$ cat src/rtl/input_event_conditioner_pkg.sv
`timescale 1ns/1ps
// Shared definitions for the MiniAlu input front end: event codes,
// raw input bit positions, event register states and the priority encoder.
package input_event_conditioner_pkg;

  localparam logic [2:0] EV_NONE   = 3'd0;
  localparam logic [2:0] EV_EAST   = 3'd1;
  localparam logic [2:0] EV_NORTH  = 3'd2;
  localparam logic [2:0] EV_SOUTH  = 3'd3;
  localparam logic [2:0] EV_WEST   = 3'd4;
  localparam logic [2:0] EV_CENTER = 3'd5;
  localparam logic [2:0] EV_CW     = 3'd6;
  localparam logic [2:0] EV_CCW    = 3'd7;

  // Bit positions inside the conditioned input vector
  localparam int IDX_EAST   = 0;
  localparam int IDX_NORTH  = 1;
  localparam int IDX_SOUTH  = 2;
  localparam int IDX_WEST   = 3;
  localparam int IDX_CENTER = 4;
  localparam int IDX_ROT_A  = 5;
  localparam int IDX_ROT_B  = 6;
  localparam int NUM_INPUTS = 7;

  typedef enum logic {
    EV_EMPTY = 1'b0,
    EV_FULL  = 1'b1
  } evState_t;

  // Pulse vector is indexed by event code; bit 0 is unused.
  // Rotation wins over the centre push, which wins over the buttons.
  function automatic logic [2:0] pickEvent(input logic [7:0] pulses);
    logic [2:0] code;
    code = EV_NONE;
    if (pulses[EV_CW])          code = EV_CW;
    else if (pulses[EV_CCW])    code = EV_CCW;
    else if (pulses[EV_CENTER]) code = EV_CENTER;
    else if (pulses[EV_EAST])   code = EV_EAST;
    else if (pulses[EV_NORTH])  code = EV_NORTH;
    else if (pulses[EV_SOUTH])  code = EV_SOUTH;
    else if (pulses[EV_WEST])   code = EV_WEST;
    return code;
  endfunction

  // Number of simultaneous pulses; anything above one means losers are dropped
  function automatic logic [3:0] countPulses(input logic [7:0] pulses);
    logic [3:0] n;
    n = 4'd0;
    for (int k = 1; k < 8; k++) begin
      n = n + {3'd0, pulses[k]};
    end
    return n;
  endfunction

endpackage

$ cat src/rtl/input_event_conditioner_debounce_filter.sv
`timescale 1ns/1ps
// One conditioned input: plain flop synchroniser, a stability counter that
// accepts a level change only after DEBOUNCE_CYCLES differing clocks, and a
// registered one-clock pulse the cycle after the level rises.
module debounce_filter #(
  parameter int   SYNC_STAGES     = 2,
  parameter int   DEBOUNCE_CYCLES = 500000,
  parameter logic RESET_VAL       = 1'b0
) (
  input  logic Clock,
  input  logic Reset,
  input  logic i_raw,
  output logic o_level,
  output logic o_rise
);

  localparam int CW = $clog2(DEBOUNCE_CYCLES) + 1;
  localparam logic [CW-1:0] LAST_COUNT = CW'(DEBOUNCE_CYCLES - 1);

  logic [SYNC_STAGES-1:0] r_sync;
  logic [CW-1:0]          r_count;
  logic                   r_level;
  logic                   r_levelQ;
  logic                   r_rise;
  logic                   w_sync;

  assign w_sync  = r_sync[SYNC_STAGES-1];
  assign o_level = r_level;
  assign o_rise  = r_rise;

  // Synchroniser chain: raw input shifts through SYNC_STAGES flops untouched
  always_ff @(posedge Clock or posedge Reset) begin
    if (Reset) r_sync <= '0;
    else       r_sync <= {r_sync[SYNC_STAGES-2:0], i_raw};
  end

  // Count clocks of disagreement; accept the new level once it has persisted
  always_ff @(posedge Clock or posedge Reset) begin
    if (Reset) begin
      r_count <= '0;
      r_level <= RESET_VAL;
    end else if (w_sync == r_level) begin
      r_count <= '0;
    end else if (r_count == LAST_COUNT) begin
      r_count <= '0;
      r_level <= w_sync;
    end else begin
      r_count <= r_count + CW'(1);
    end
  end

  // Rise pulse one cycle after the accepted 0->1 level change
  always_ff @(posedge Clock or posedge Reset) begin
    if (Reset) begin
      r_levelQ <= RESET_VAL;
      r_rise   <= 1'b0;
    end else begin
      r_levelQ <= r_level;
      r_rise   <= r_level & ~r_levelQ;
    end
  end

endmodule

$ cat src/rtl/input_event_conditioner.sv
`timescale 1ns/1ps
// MiniAlu board input front end: seven debounced inputs, rotary direction
// decode and a single-entry event register with sticky overflow.
module input_event_conditioner
  import input_event_conditioner_pkg::*;
#(
  parameter int   SYNC_STAGES     = 2,
  parameter int   DEBOUNCE_CYCLES = 500000,
  parameter logic ROT_IDLE        = 1'b0
) (
  input  logic       Clock,
  input  logic       Reset,
  input  logic       BTN_EAST,
  input  logic       BTN_NORTH,
  input  logic       BTN_SOUTH,
  input  logic       BTN_WEST,
  input  logic       ROT_CENTER,
  input  logic       ROT_A,
  input  logic       ROT_B,
  output logic [4:0] oBtnLevel,
  output logic [4:0] oBtnPress,
  output logic       oRotCW,
  output logic       oRotCCW,
  output logic       oEventValid,
  output logic [2:0] oEventCode,
  input  logic       iEventAck,
  output logic       oEventOverflow
);

  logic [NUM_INPUTS-1:0] w_raw;
  logic [NUM_INPUTS-1:0] w_level;
  logic [NUM_INPUTS-1:0] w_rise;
  logic                  w_rotCw;
  logic                  w_rotCcw;
  logic [7:0]            w_pulses;
  logic [2:0]            w_winner;
  logic [3:0]            w_count;
  logic                  w_any;
  logic                  w_multi;

  evState_t   r_state;
  logic       r_valid;
  logic [2:0] r_code;
  logic       r_overflow;

  assign w_raw = {ROT_B, ROT_A, ROT_CENTER, BTN_WEST, BTN_SOUTH, BTN_NORTH, BTN_EAST};

  for (genvar g = 0; g < NUM_INPUTS; g++) begin : gFilter
    debounce_filter #(
      .SYNC_STAGES    (SYNC_STAGES),
      .DEBOUNCE_CYCLES(DEBOUNCE_CYCLES),
      .RESET_VAL      ((g >= IDX_ROT_A) ? ROT_IDLE : 1'b0)
    ) uFilter (
      .Clock  (Clock),
      .Reset  (Reset),
      .i_raw  (w_raw[g]),
      .o_level(w_level[g]),
      .o_rise (w_rise[g])
    );
  end

  // A rising A edge is one detent; B's debounced level gives the direction
  assign w_rotCw  = w_rise[IDX_ROT_A] & ~w_level[IDX_ROT_B];
  assign w_rotCcw = w_rise[IDX_ROT_A] &  w_level[IDX_ROT_B];

  assign w_pulses = {w_rotCcw, w_rotCw, w_rise[IDX_CENTER], w_rise[IDX_WEST],
                     w_rise[IDX_SOUTH], w_rise[IDX_NORTH], w_rise[IDX_EAST], 1'b0};
  assign w_winner = pickEvent(w_pulses);
  assign w_count  = countPulses(w_pulses);
  assign w_any    = (w_count != 4'd0);
  assign w_multi  = (w_count > 4'd1);

  assign oBtnLevel      = w_level[4:0];
  assign oBtnPress      = w_rise[4:0];
  assign oRotCW         = w_rotCw;
  assign oRotCCW        = w_rotCcw;
  assign oEventValid    = r_valid;
  assign oEventCode     = r_code;
  assign oEventOverflow = r_overflow;

  // Event register: load the winning pulse when free or being acked, drop otherwise
  always_ff @(posedge Clock or posedge Reset) begin
    if (Reset) begin
      r_state    <= EV_EMPTY;
      r_valid    <= 1'b0;
      r_code     <= EV_NONE;
      r_overflow <= 1'b0;
    end else begin
      case (r_state)
        EV_EMPTY: begin
          if (w_any) begin
            r_state <= EV_FULL;
            r_valid <= 1'b1;
            r_code  <= w_winner;
            if (w_multi) r_overflow <= 1'b1;
          end
        end
        EV_FULL: begin
          if (iEventAck) begin
            if (w_any) begin
              r_code <= w_winner;
              if (w_multi) r_overflow <= 1'b1;
            end else begin
              r_state <= EV_EMPTY;
              r_valid <= 1'b0;
              r_code  <= EV_NONE;
            end
          end else if (w_any) begin
            r_overflow <= 1'b1;
          end
        end
        default: begin
          r_state <= EV_EMPTY;
          r_valid <= 1'b0;
          r_code  <= EV_NONE;
        end
      endcase
    end
  end

endmodule

$ cat config.mk
export PLATFORM = sky130hd
export DESIGN_NAME = input_event_conditioner
export DESIGN_NICKNAME = d
export VERILOG_FILES = /design/src/rtl/input_event_conditioner_pkg.sv /design/src/rtl/input_event_conditioner_debounce_filter.sv /design/src/rtl/input_event_conditioner.sv
export SDC_FILE = /design/constraint.sdc
export NUM_CORES = 1
export LEC_CHECK = 0
export BUFFER_PORTS_ARGS = -buffer_cell sky130_fd_sc_hd__buf_2
export CAP_MARGIN = 20
export CORE_UTILIZATION = 56
export CTS_CLUSTER_DIAMETER = 30
export CTS_CLUSTER_SIZE = 24
export DETAILED_ROUTE_END_ITERATION = 8
export PLACE_DENSITY = 0.77
export SETUP_SLACK_MARGIN = 0.02
export SLEW_MARGIN = 20
export SYNTH_ARGS = -nofsm -noshare
export SYNTH_HDL_FRONTEND = slang
export SYNTH_SLANG_ARGS = --single-unit
$ cat constraint.sdc
create_clock -name Clock -period 5.7 [get_ports Clock]
set_input_delay 0.57 -clock Clock [delete_from_list [all_inputs] [get_ports Clock]]
set_output_delay 0.57 -clock Clock [all_outputs]
set_load 0.02 [all_outputs]
* Yosys cells after proc, flatten, opt, wreduce, memory -nomap -nowiden
Index checks and enable logic that the tools add are counted.
** Cells by class
- Add/subtract/negate cells :: 13
- Order comparisons :: 1
- Equality and inequality tests :: 18
- Muxes and demuxes :: 36
- Bitwise gates (word level) :: 23
- Reductions and logical operators :: 10
** Operators by type and width (number)
- 20-bit two-way mux :: 14
- 20-bit by 1-bit adder with 20-bit output (second input constant) :: 7
- 20-bit by 19-bit equality test with 1-bit output (second input constant) :: 7
- 3-bit two-way mux :: 10
- 2-bit AND reduction :: 8
- 1-bit NOT :: 15
- 4-bit by 1-bit adder with 4-bit output :: 3
- 1-bit bitwise AND :: 8
- 1-bit two-way mux :: 8
- 1-bit equality test :: 7
- 2-bit != test (second input constant) :: 3
- 1-bit case mux with 2 select lines :: 3
- 3-bit case mux with 2 select lines :: 1
- 3-bit by 1-bit adder with 4-bit output :: 1
- 4-bit by 1-bit greater-than comparator with 1-bit output (second input constant) :: 1
- 4-bit nonzero test :: 1
- 2-bit by 1-bit adder with 3-bit output :: 1
- 3-bit != test (second input constant) :: 1
- 3-bit AND reduction :: 1
- 1-bit by 1-bit adder with 2-bit output :: 1
** Word-level totals
- Flip-flop bits (word level) :: 179
- Word-level logic and storage cells :: 138

* Depth between registers and ports, before layout
Gate-level depths: netlist of the first run.
- Word-level depth :: 11
- Mapped depth :: 10
- Depth with buffers taken out :: 10

* Modules after synthesis
From an unflattened synthesis of the first run, not the netlist that was laid out.
** Second synthesis, totals
- Cells, all modules :: 862
- Area total of the unflattened synthesis :: 8979.9 µm²
** Modules (own cells, without submodules)
- debounce_filter :: times used 7, cells each 115, area each 1211.2 µm², seq. area each 625.6 µm²
- input_event_conditioner :: times used 1, cells each 57, area each 501.7 µm², seq. area each 150.1 µm²

* Least setup slack after synthesis of the first run
No wires, ideal clock.
- Path kind :: register to register
- Start :: register gFilter[5].uFilter.r_rise
- End :: register r_code[0], in the netlist oEventCode[0]
- Arrival time :: 3.204 ns
- Data required time :: 5.570 ns
- Path slack :: 2.365 ns
- Cell stages (with the launch flop) :: 11
- Cells stage by stage :: dfrtp_1 > nor2b_1 > inv_1 > fa_1 > fa_1 > fa_1 > fa_1 > nand3_1 > o311a_1 > a22oi_1 > o21ai_0
** On the way
- Longest elaborated chain between the ends :: 7
** RTL lines
- start, declared :: RTL line input_event_conditioner_debounce_filter.sv:24 : logic r_rise;
- start signal, assigned :: RTL line input_event_conditioner_debounce_filter.sv:59 : r_rise <= r_level & ~r_levelQ;
- 1-bit bitwise AND * :: RTL line input_event_conditioner.sv:63 : assign w_rotCw = w_rise[IDX_ROT_A] & ~w_level[IDX_ROT_B];
- named net oRotCW :: RTL line input_event_conditioner.sv:22 : output logic oRotCW,
- 4-bit by 1-bit adder with 4-bit output (2 in series) :: RTL line input_event_conditioner_pkg.sv:50 : n = n + {3'd0, pulses[k]};
- 4-bit nonzero test :: RTL line input_event_conditioner.sv:70 : assign w_any = (w_count != 4'd0);
- 3-bit two-way mux :: RTL line input_event_conditioner.sv:100 : if (w_any) begin
- 3-bit two-way mux :: RTL line input_event_conditioner.sv:99 : if (iEventAck) begin
- 3-bit case mux with 2 select lines :: RTL line input_event_conditioner.sv:89 : case (r_state)
- end signal, assigned :: RTL line input_event_conditioner.sv:94 : r_code <= w_winner;
- end signal, assigned :: RTL line input_event_conditioner.sv:101 : r_code <= w_winner;
- end, declared :: RTL line input_event_conditioner.sv:43 : logic [2:0] r_code;
The timed path passes the listed nets; every way through them passes the cells marked *. The select of a mux whose other input is x is not followed.
A chain may end at the register's enable or synchronous reset.

* Final worst setup path of the first run
- Start :: register gFilter[5].uFilter.r_rise
- End :: register r_code[0], in the netlist oEventCode[0]
** On the way
- Longest elaborated chain between the ends :: 7
** RTL lines (RTL line)
- 1-bit bitwise AND :: input_event_conditioner.sv:63
- 4-bit by 1-bit adder with 4-bit output (2 in series) :: input_event_conditioner_pkg.sv:50
- 4-bit nonzero test :: input_event_conditioner.sv:70
- 3-bit two-way mux :: input_event_conditioner.sv:100
- 3-bit two-way mux :: input_event_conditioner.sv:99
- 3-bit case mux with 2 select lines :: input_event_conditioner.sv:89
Several ways; a longest one is shown, not always the timed one. The select of a mux whose other input is x is not followed.

==> impl_metrics.env, run 1 <==
export IMPL_async_reset_ff_frac=1.00
export IMPL_reg2reg_depth=10
export IMPL_endpoint_kind="register"
export IMPL_vias=6119
export IMPL_start_kind="register"
export IMPL_outcome="finished, violations left"
export IMPL_num_antenna_cells=0
export IMPL_track_usage=0.215
export IMPL_ant_nets=0
export IMPL_grt_setup_unrepaired="false"
export IMPL_start_util=0.579
export IMPL_ys_warn_count=0
export IMPL_yosysTopAreaCellShare=0.529
export IMPL_grt_first_pass_wirelength_um=27300
export IMPL_grt_use_met1=0.298
export IMPL_num_io_pins=27
export IMPL_insertion_delay_ns=0.43
export IMPL_violations="design-rule violations"
export IMPL_skew_ns=0.00709
export IMPL_crit_path_max_fanout=5
export IMPL_place_hpwl_um=10500
export IMPL_post_route_drc_count=4
export IMPL_path_common_cell="fa_1"
export IMPL_rrSetupSlack_ns=2.45
export IMPL_drt_wl_total_um=15700
export IMPL_hold_path_class="in -> async"
export IMPL_ys_seq_area_frac=0.529
export IMPL_ir_worst_vdd_mv=0.208
export IMPL_grt_pass1_vias=5770
export IMPL_synth_seq_cells=179
export IMPL_die_height_um=125
export IMPL_fin_setup_tns_ns=0
export IMPL_fmax_mhz=308
export IMPL_rows=44
export IMPL_rr_endpoint="oEventCode[0]"
export IMPL_postSynthAreaPerCell_um2=10.1
export IMPL_synth_edff_count=0
export IMPL_post_drt_wl_per_cell_um=14.8
export IMPL_cts_root_buf="clkbuf_16"
export IMPL_p_leak_nw=3.87
export IMPL_cts_made_buffers=17
export IMPL_synthTopCellsByArea="dfrtp_1, xnor2_1, nor2_1"
export IMPL_power_density_nw_per_um2=270
export IMPL_worstMarginPinSlew_ns=0.845
export IMPL_most_common_layout_cells="dfrtp_1, nor2_1, nand2_1"
export IMPL_setup_ws_ns=2.45
export IMPL_holdBufCountCts=0
export IMPL_critPathRequiredTime_ns=6.00
export IMPL_port_buffers=26
export IMPL_crit_chain="nor2b_1, inv_1, fa_1, fa_1, fa_1, fa_1, nand3_1, o311a_1, a22oi_1, o21ai_0"
export IMPL_viasPerCell=5.78
export IMPL_ctsResizeCount=0
export IMPL_hold_violations=0
export IMPL_drive_above_1_share=0.0904
export IMPL_cts_tree="done"
export IMPL_coreArea_um2=14600
export IMPL_fin_cells=1058
export IMPL_reg2reg_from="gFilter[5].uFilter.o_rise"
export IMPL_ys_flop_type="dfrtp_1"
export IMPL_slew_viol_final=0
export IMPL_drv_cap=0
export IMPL_cts_sinks=179
export IMPL_slowest_delay_ns=0.53
export IMPL_crit_slowest_cell="fa_1"
export IMPL_dieArea_um2=15600
export IMPL_final_common_cell="dfrtp_1"
export IMPL_place_ws_ns=2.47
export IMPL_syn_inst=841
export IMPL_syn_to_final_growth_pct=9.94
export IMPL_globalRouteMet3Util=0.0539
export IMPL_arrival_ns=3.55
export IMPL_dpl_cell_count=1028
export IMPL_gp_congestion=0.824
export IMPL_path_clk_slew_ns=0.07
export IMPL_mappedNetlistArea_um2=8470
export IMPL_period_share=0.570
export IMPL_path_class="reg -> reg"
export IMPL_max_slew_margin=0.436
export IMPL_yosys_cell_types_count=50
export IMPL_grt_busiest_layer="met2"
export IMPL_ctsLongestPathBuffers=2
export IMPL_finalSetupViolCount=0
export IMPL_grt_use_met2=0.337
export IMPL_antenna_found_initial=0
export IMPL_yosys_area_top_type="dfrtp_1"
export IMPL_syn_num_nets=862
export IMPL_nets=884
export IMPL_drt_iter0_markers=440
export IMPL_htree_levels=4
export IMPL_timing_final_crit_period_ns=3.25
export IMPL_grt_ovfl_total=0
export IMPL_postCtsSetupRepairBufs=0
export IMPL_grt_start_max_net_pins=70
export IMPL_dr_pass1_iters=6
export IMPL_die_x_um=125
-- worst max-delay path by stage --
stage | from | to | slack (ns)
2_1_floorplan | Reset | gFilter[0].uFilter.o_level | 0.27
3_3_place_gp | gFilter[5].uFilter.o_rise | oEventCode[2] | 2.54
3_5_place_dp | gFilter[5].uFilter.o_rise | oEventCode[0] | 2.47
4_1_cts | gFilter[5].uFilter.o_rise | oEventCode[0] | 2.44
5_1_grt | gFilter[6].uFilter.o_level | oEventCode[0] | 2.27
6_report | gFilter[5].uFilter.o_rise | oEventCode[0] | 2.45
-- metrics by stage --
step                      hold slack [ns]  utilization  power (W)  instance area, µm²
after floorplan                     0.331            -    0.00139                8470
after global placement              0.333        0.598    0.00142                8750
after detailed placement            0.336        0.598    0.00142                8750
after CTS                           0.221        0.636    0.00254                9320
after global routing                0.224        0.636    0.00261                9320
final                               0.205        0.636    0.00251                9320
-- power by group --
group | switching [W] | total [W] | internal, W | leakage, nW
logic | 0.0000613 | 0.0000854 | 0.0000241 | 1.16
clock network | 0.000501 | 0.00112 | 0.000617 | 0.266
registers | 0.0000192 | 0.00131 | 0.00129 | 2.44
-- flip-flops by register name (all words and copies together) (netlist names) --
signal,count
gFilter.uFilter.r_sync,14
r_state,1
oEventValid,1
gFilter.uFilter.o_level,7
gFilter.uFilter.r_levelQ,6
oEventCode,3
gFilter.uFilter.o_rise,6
gFilter.uFilter.r_count,140
oEventOverflow,1
-- metal layers --
metal / share of wire / vias up / routed length [µm]
met5: 0 / - / 0
met4: 0.013 / 0 / 204
met3: 0.035 / 18 / 556
met2: 0.47 / 69 / 7460
met1: 0.48 / 3028 / 7490
li1: - / 3004 / -
-- kinds of logic after synthesis --
group           after synthesis  share of synthesized area
simple gates                394                      0.245
flops                       179                      0.529
xor+xnor                     96                     0.0992
compound gates               93                     0.0639
buf+inv                      59                     0.0319
fa+ha+maj                    11                     0.0198
mux                           9                     0.0117
-- cell usage after synthesis (2+ instances only) --
| master | instances |
|---|---|
| nor4b_1 | 6 |
| nand4b_1 | 2 |
| xnor2_1 | 54 |
| nand4_1 | 36 |
| buf_2 | 9 |
| xor2_1 | 42 |
| nor4_1 | 21 |
| or4b_1 | 3 |
| and2_1 | 2 |
| a22oi_1 | 2 |
| o41ai_1 | 4 |
| nor3_1 | 19 |
| buf_4 | 10 |
| nor2_1 | 121 |
| or3_1 | 26 |
| inv_1 | 27 |
| mux2_1 | 5 |
| nand2_1 | 57 |
| nor2b_1 | 9 |
| o31ai_1 | 11 |
| or2_2 | 2 |
| and4_1 | 11 |
| nand3_1 | 39 |
| mux2_2 | 2 |
| a21oi_1 | 39 |
| nand4_2 | 3 |
| dfrtp_1 | 179 |
| and3_1 | 7 |
| mux2i_1 | 2 |
| o21ai_1 | 11 |
| or4_1 | 23 |
| o21ai_0 | 19 |
| clkbuf_1 | 12 |
| fa_1 | 4 |
| ha_1 | 7 |
-- critical path, delay by kind of cell (launching register included) --
family                   cells  cell delay [ns]
adder cells (fa/ha/maj)      4             1.84
AO/OA/AOI/OAI                3             0.43
flip-flops                   1             0.39
AND/OR/NAND/NOR              2             0.37
buffers and inverters        1             0.08
-- layout make-up --
class                           count  area [µm²]
Timing Repair Buffer               34         190
Tap cell                          184         230
Multi-Input combinational cell    603        3740
Inverter                           28         110
Clock buffer                       18         439
Clock inverter                     12         123
Fill cell                        1196        5330
Sequential cell                   179        4480
No activity file was read; power rests on OpenSTA's default activity.
==> run 2: changes to the inputs <==
==> constraint.sdc (replaced) <==
create_clock -name Clock -period 2.9 [get_ports Clock]
set_input_delay 0.29 -clock Clock [delete_from_list [all_inputs] [get_ports Clock]]
set_output_delay 0.29 -clock Clock [all_outputs]
set_load 0.02 [all_outputs]
==> impl_metrics.env, run 2 (same netlist as run 1, synthesis figures left out) <==
export IMPL_outcome="finished, violations left"
export IMPL_violations="design-rule violations, negative setup slack"
export IMPL_top_register="gFilter.uFilter.r_count"
export IMPL_hold_path_class="in -> reg"
export IMPL_crit_path_max_fanout=4
export IMPL_power_frac_comb=0.035
export IMPL_p_clk_frac=0.474
export IMPL_power_w=0.00524
export IMPL_skew_ns=0.00768
export IMPL_fillers=1106
export IMPL_track_usage=0.222
export IMPL_crit_chain="nor2b_4, inv_2, fa_1, fa_1, fa_2, fa_2, buf_4, and3_4, nand2_1, nand2_1, a21oi_1"
export IMPL_worstSetupStartpoint="gFilter[6].uFilter.o_level"
export IMPL_gp_congestion=0.834
export IMPL_insertion_delay_ns=0.43
export IMPL_switchingPower_w=0.00114
export IMPL_period_share=1.07
export IMPL_final_util=0.660
export IMPL_crit_family="adder cells"
export IMPL_critPathRequiredTime_ns=3.21
export IMPL_grt_first_pass_wirelength_um=28100
export IMPL_cts_sinks=179
export IMPL_drt_wl_total_um=16000
export IMPL_ant_nets=0
export IMPL_reg2reg_from="gFilter[6].uFilter.o_level"
export IMPL_slowest_delay_ns=0.58
export IMPL_cts_root_buf="clkbuf_16"
export IMPL_setup_ws_ns=-0.194
export IMPL_drive_above_1_share=0.117
export IMPL_worstMarginPinSlew_ns=0.680
export IMPL_finalSetupViolCount=5
export IMPL_endpoint_kind="register"
export IMPL_start_util=0.579
export IMPL_die_height_um=125
export IMPL_ctsLongestPathBuffers=2
export IMPL_hold_violations=0
export IMPL_num_io_pins=27
export IMPL_coreArea_um2=14600
export IMPL_max_slew_margin=0.544
export IMPL_viasPerCell=5.72
export IMPL_slew_viol_final=0
export IMPL_post_drt_wl_per_cell_um=14.7
export IMPL_fmax_mhz=323
export IMPL_seqPwrFrac=0.491
export IMPL_hp_start="iEventAck"
export IMPL_cts_made_buffers=17
export IMPL_path_buf_inv=2
export IMPL_timing_final_crit_period_ns=3.09
export IMPL_start_kind="register"
export IMPL_vias=6216
export IMPL_arrival_ns=3.40
export IMPL_largest_reg_flops=140
export IMPL_crit_slowest_cell="fa_2"
export IMPL_dr_pass1_iters=7
export IMPL_post_route_drc_count=6
export IMPL_place_hpwl_um=10700
export IMPL_grt_setup_unrepaired="true"
export IMPL_htree_levels=4
export IMPL_ir_worst_vdd_mv=0.462
export IMPL_antenna_found_initial=1
export IMPL_fin_setup_tns_ns=-0.798
export IMPL_switching_share=0.217
export IMPL_port_buffers=26
export IMPL_dieArea_um2=15600
export IMPL_cts_tree="done"
export IMPL_grt_pass1_vias=6117
export IMPL_grt_ovfl_total=0
export IMPL_final_common_cell="dfrtp_1"
export IMPL_path_class="reg -> reg"
export IMPL_grt_start_max_net_pins=120
export IMPL_syn_to_final_growth_pct=14.0
export IMPL_die_x_um=125
export IMPL_fin_hold_ws_ns=0.184
export IMPL_drv_cap=0
export IMPL_p_int_w=0.00410
export IMPL_most_common_layout_cells="dfrtp_1, nor2_1, nand2_1"
export IMPL_drt_iter0_markers=493
export IMPL_rows=44
export IMPL_path_clk_slew_ns=0.06
export IMPL_nets=909
export IMPL_power_density_nw_per_um2=542
export IMPL_p_leak_nw=4.06
## run 2: cell types whose count changed in the layout (fill, tap and decap cells not counted), moves of 2 or more
cell and change:
bufinv_16 +3, o21ai_1 +4, o21ai_0 -4, inv_8 +2
fa_1 -2, dlygate4sd3_1 +8, buf_4 +15, fa_2 +2
inv_6 -4
## run 2: worst min-delay path, delay by kind of cell
kind	cells	cell delay (ns)
buf+inv	1	0.13
compound gates	2	0.14
## run 2: path summary, 6_finish.rpt
kind / depth (start not counted) / to / slack, ns
worst min-delay path: 3 / oEventCode[0] / 0.18
worst max-delay path: 11 / oEventValid / -0.19
min in group asynchronous: 3 / gFilter[3].uFilter.r_count[12] / 0.38
worst max register to register: 11 / oEventValid / -0.19
max in group asynchronous: 4 / gFilter[0].uFilter.r_count[7] / 1.59
worst min register to register: 0 / gFilter[5].uFilter.r_sync[1] / 0.35
## run 2: timing repair
action,in CTS,in global routing
endpoints found under the setup margin,5,6
resized for setup,2,5
pin swaps,3,3
endpoints found under the hold margin,20,0
hold buffers,8,0
buffers inserted,4,1
## run 2: power groups by stage
stage	Sequential, W	Combinational [W]	Clock (W)
2_1_floorplan	0.00262	0.000117	0
3_3_place_gp	0.00262	0.000176	0
3_5_place_dp	0.00262	0.000179	0
4_1_cts	0.00257	0.000189	0.00254
5_1_grt	0.00258	0.000213	0.00264
6_report	0.00257	0.000184	0.00248
## run 2: final cells by class
cell class              count  area [µm²]  share of cell area
flip-flops and latches    179        4480               0.464
multi-input cells         603        3770               0.391
clock buffers              19         453              0.0469
repair buffers             59         414              0.0429
well taps                 184         230              0.0238
clock inverters            13         198              0.0205
inverters                  28         109              0.0113
diodes                      1        2.50            0.000259
## run 2: stage by stage
step / instance area (µm²) / worst slack [ns] / cells
floorplan: 8490 / -0.158 / 841
global placement: 8870 / -0.116 / 1040
detailed placement: 8870 / -0.204 / 1040
CTS: 9640 / -0.169 / 1084
global route: 9660 / -0.322 / 1086
finish: 9660 / -0.194 / 1086
## run 2: routing by layer
layer	share of wire	track usage	vias to the layer above
met5	0	0	-
met4	0.022	0.0918	0
met3	0.027	0.0462	22
met2	0.48	0.360	84
met1	0.47	0.293	3039
li1	-	-	3071
==> run 3: changes to the inputs <==
--- a/config.mk
+++ b/config.mk
@@ -11,9 +11,9 @@
 export CTS_CLUSTER_DIAMETER = 30
 export CTS_CLUSTER_SIZE = 24
 export DETAILED_ROUTE_END_ITERATION = 8
+export MAX_ROUTING_LAYER = met4
 export PLACE_DENSITY = 0.77
 export SETUP_SLACK_MARGIN = 0.02
-export SLEW_MARGIN = 20
 export SYNTH_ARGS = -nofsm -noshare
 export SYNTH_HDL_FRONTEND = slang
 export SYNTH_SLANG_ARGS = --single-unit
==> impl_metrics.env, run 3 (same netlist as run 1, synthesis figures left out) <==
export IMPL_worstMarginPinSlew_ns=0.681
export IMPL_endpoint_kind="register"
export IMPL_path_class="reg -> reg"
export IMPL_rows=44
export IMPL_hold_path_class="in -> reg"
export IMPL_die_x_um=125
export IMPL_switchingPower_w=0.00114
export IMPL_wl_met1_um=7390
export IMPL_p_clk_frac=0.474
export IMPL_cts_sinks=179
export IMPL_max_slew_margin=0.543
export IMPL_crit_family="adder cells"
export IMPL_path_clk_slew_ns=0.06
export IMPL_track_usage=0.230
export IMPL_drt_iter0_markers=478
export IMPL_vias=6203
export IMPL_fmax_mhz=323
export IMPL_grt_start_max_net_pins=120
export IMPL_outcome="finished, violations left"
export IMPL_dr_pass1_iters=7
export IMPL_arrival_ns=3.40
export IMPL_drive_above_1_share=0.117
export IMPL_port_buffers=26
export IMPL_most_common_layout_cells="dfrtp_1, nor2_1, nand2_1"
export IMPL_start_util=0.579
export IMPL_routed_wl_met3_um=480
export IMPL_fin_hold_ws_ns=0.189
export IMPL_grt_pass1_vias=6126
export IMPL_violations="design-rule violations, negative setup slack"
export IMPL_timing_final_crit_period_ns=3.10
export IMPL_htree_levels=4
export IMPL_finalSetupViolCount=5
export IMPL_crit_slowest_cell="fa_2"
export IMPL_num_io_pins=27
export IMPL_grt_first_pass_wirelength_um=28200
export IMPL_cts_made_buffers=17
export IMPL_cts_tree="done"
export IMPL_power_density_nw_per_um2=542
export IMPL_setup_ws_ns=-0.197
export IMPL_crit_chain="nor2b_4, inv_2, fa_1, fa_1, fa_2, fa_2, buf_4, and3_4, nand2_1, nand2_1, a21oi_1"
export IMPL_post_drt_wl_per_cell_um=14.7
export IMPL_place_hpwl_um=10700
export IMPL_switching_share=0.217
export IMPL_final_common_cell="dfrtp_1"
export IMPL_power_w=0.00524
export IMPL_hold_violations=0
export IMPL_insertion_delay_ns=0.43
export IMPL_ir_worst_vdd_mv=0.460
export IMPL_ctsLongestPathBuffers=2
export IMPL_die_height_um=125
export IMPL_wl_met2_um=7740
export IMPL_critPathRequiredTime_ns=3.21
export IMPL_cts_root_buf="clkbuf_16"
export IMPL_antenna_found_initial=1
export IMPL_viasPerCell=5.71
export IMPL_coreArea_um2=14600
export IMPL_drv_cap=0
export IMPL_largest_reg_flops=140
export IMPL_grt_ovfl_total=0
export IMPL_grt_setup_unrepaired="true"
export IMPL_skew_ns=0.00775
export IMPL_p_int_w=0.00410
export IMPL_drt_wl_total_um=15900
export IMPL_period_share=1.07
export IMPL_nets=909
export IMPL_start_kind="register"
export IMPL_ant_nets=0
export IMPL_slowest_delay_ns=0.58
export IMPL_path_buf_inv=2
export IMPL_crit_path_max_fanout=4
export IMPL_power_frac_comb=0.035
export IMPL_gp_congestion=0.847
export IMPL_post_route_drc_count=6
export IMPL_dieArea_um2=15600
export IMPL_maxUsedRoutingLayer="met4"
export IMPL_syn_to_final_growth_pct=14.0
export IMPL_slew_viol_final=0
export IMPL_p_leak_nw=4.06
export IMPL_top_register="gFilter.uFilter.r_count"
export IMPL_seqPwrFrac=0.491
==> run 3: cell counts in the layout (fill, tap and decap cells not counted) <==
No cell type changed its count.
==> run 3: worst reg2reg max path, stage by stage (launching register included) <==
cell	delay [ns]
dfrtp_2	0.43
nor2b_4	0.13
inv_2	0.05
fa_1	0.49
fa_1	0.44
fa_2	0.36
fa_2	0.58
buf_4	0.13
and3_4	0.20
nand2_1	0.05
nand2_1	0.06
a21oi_1	0.06
==> run 3: worst paths after layout <==
kind / cells after the start / to / slack, ns / startpoint
max in group asynchronous: 4 / gFilter[5].uFilter.r_count[11] / 1.63 / Reset
worst max-delay path: 11 / oEventValid / -0.20 / gFilter[6].uFilter.o_level
worst max register to register: 11 / oEventValid / -0.20 / gFilter[6].uFilter.o_level
min in group asynchronous: 3 / gFilter[3].uFilter.r_count[12] / 0.39 / Reset
worst min-delay path: 3 / oEventCode[0] / 0.19 / iEventAck
worst min register to register: 0 / gFilter[5].uFilter.r_sync[1] / 0.35 / gFilter[5].uFilter.r_sync[0]
==> run 3: power groups by stage <==
| stage | clock, W | sequential (W) | combinational, W |
|---|---|---|---|
| floorplan | 0 | 0.00262 | 0.000117 |
| global placement | 0 | 0.00262 | 0.000176 |
| detailed placement | 0 | 0.00262 | 0.000179 |
| CTS | 0.00254 | 0.00257 | 0.000189 |
| global route | 0.00264 | 0.00258 | 0.000212 |
| finish | 0.00248 | 0.00257 | 0.000183 |
==> run 3: area by class of cell <==
type,instances,area (µm²)
diodes,1,2.50
clock buffers,19,453
clock inverters,13,198
fillers,1108,4990
inverters,28,109
multi-input cells,603,3770
flip-flops and latches,179,4480
well taps,184,230
repair buffers,59,410
==> run 3: routing by layer <==
metal  global-route usage  vias to the layer above
li1                     -                     3067
met1                0.293                     3033
met2                0.362                       83
met3               0.0513                       20
met4               0.0854                        0
met5                    -                        -
==> run 3: what timing repair did <==
item,CTS,global route
gates resized for setup,2,4
hold buffers,8,0
setup buffers,4,1
endpoints found under the hold margin,20,0
pin swaps,3,1
setup endpoints to repair,5,6
==> run 3: through the flow <==
step            util  setup TNS (ns)  instance area, µm²  worst slack, ns  cells
4_1_cts        0.658          -0.598                9640           -0.169   1084
2_1_floorplan      -          -0.430                8490           -0.158    841
5_1_grt        0.659           -1.37                9660           -0.327   1086
6_report       0.659          -0.800                9660           -0.197   1086
3_5_place_dp   0.606          -0.683                8870           -0.204   1040
3_3_place_gp   0.606          -0.371                8870           -0.116   1040
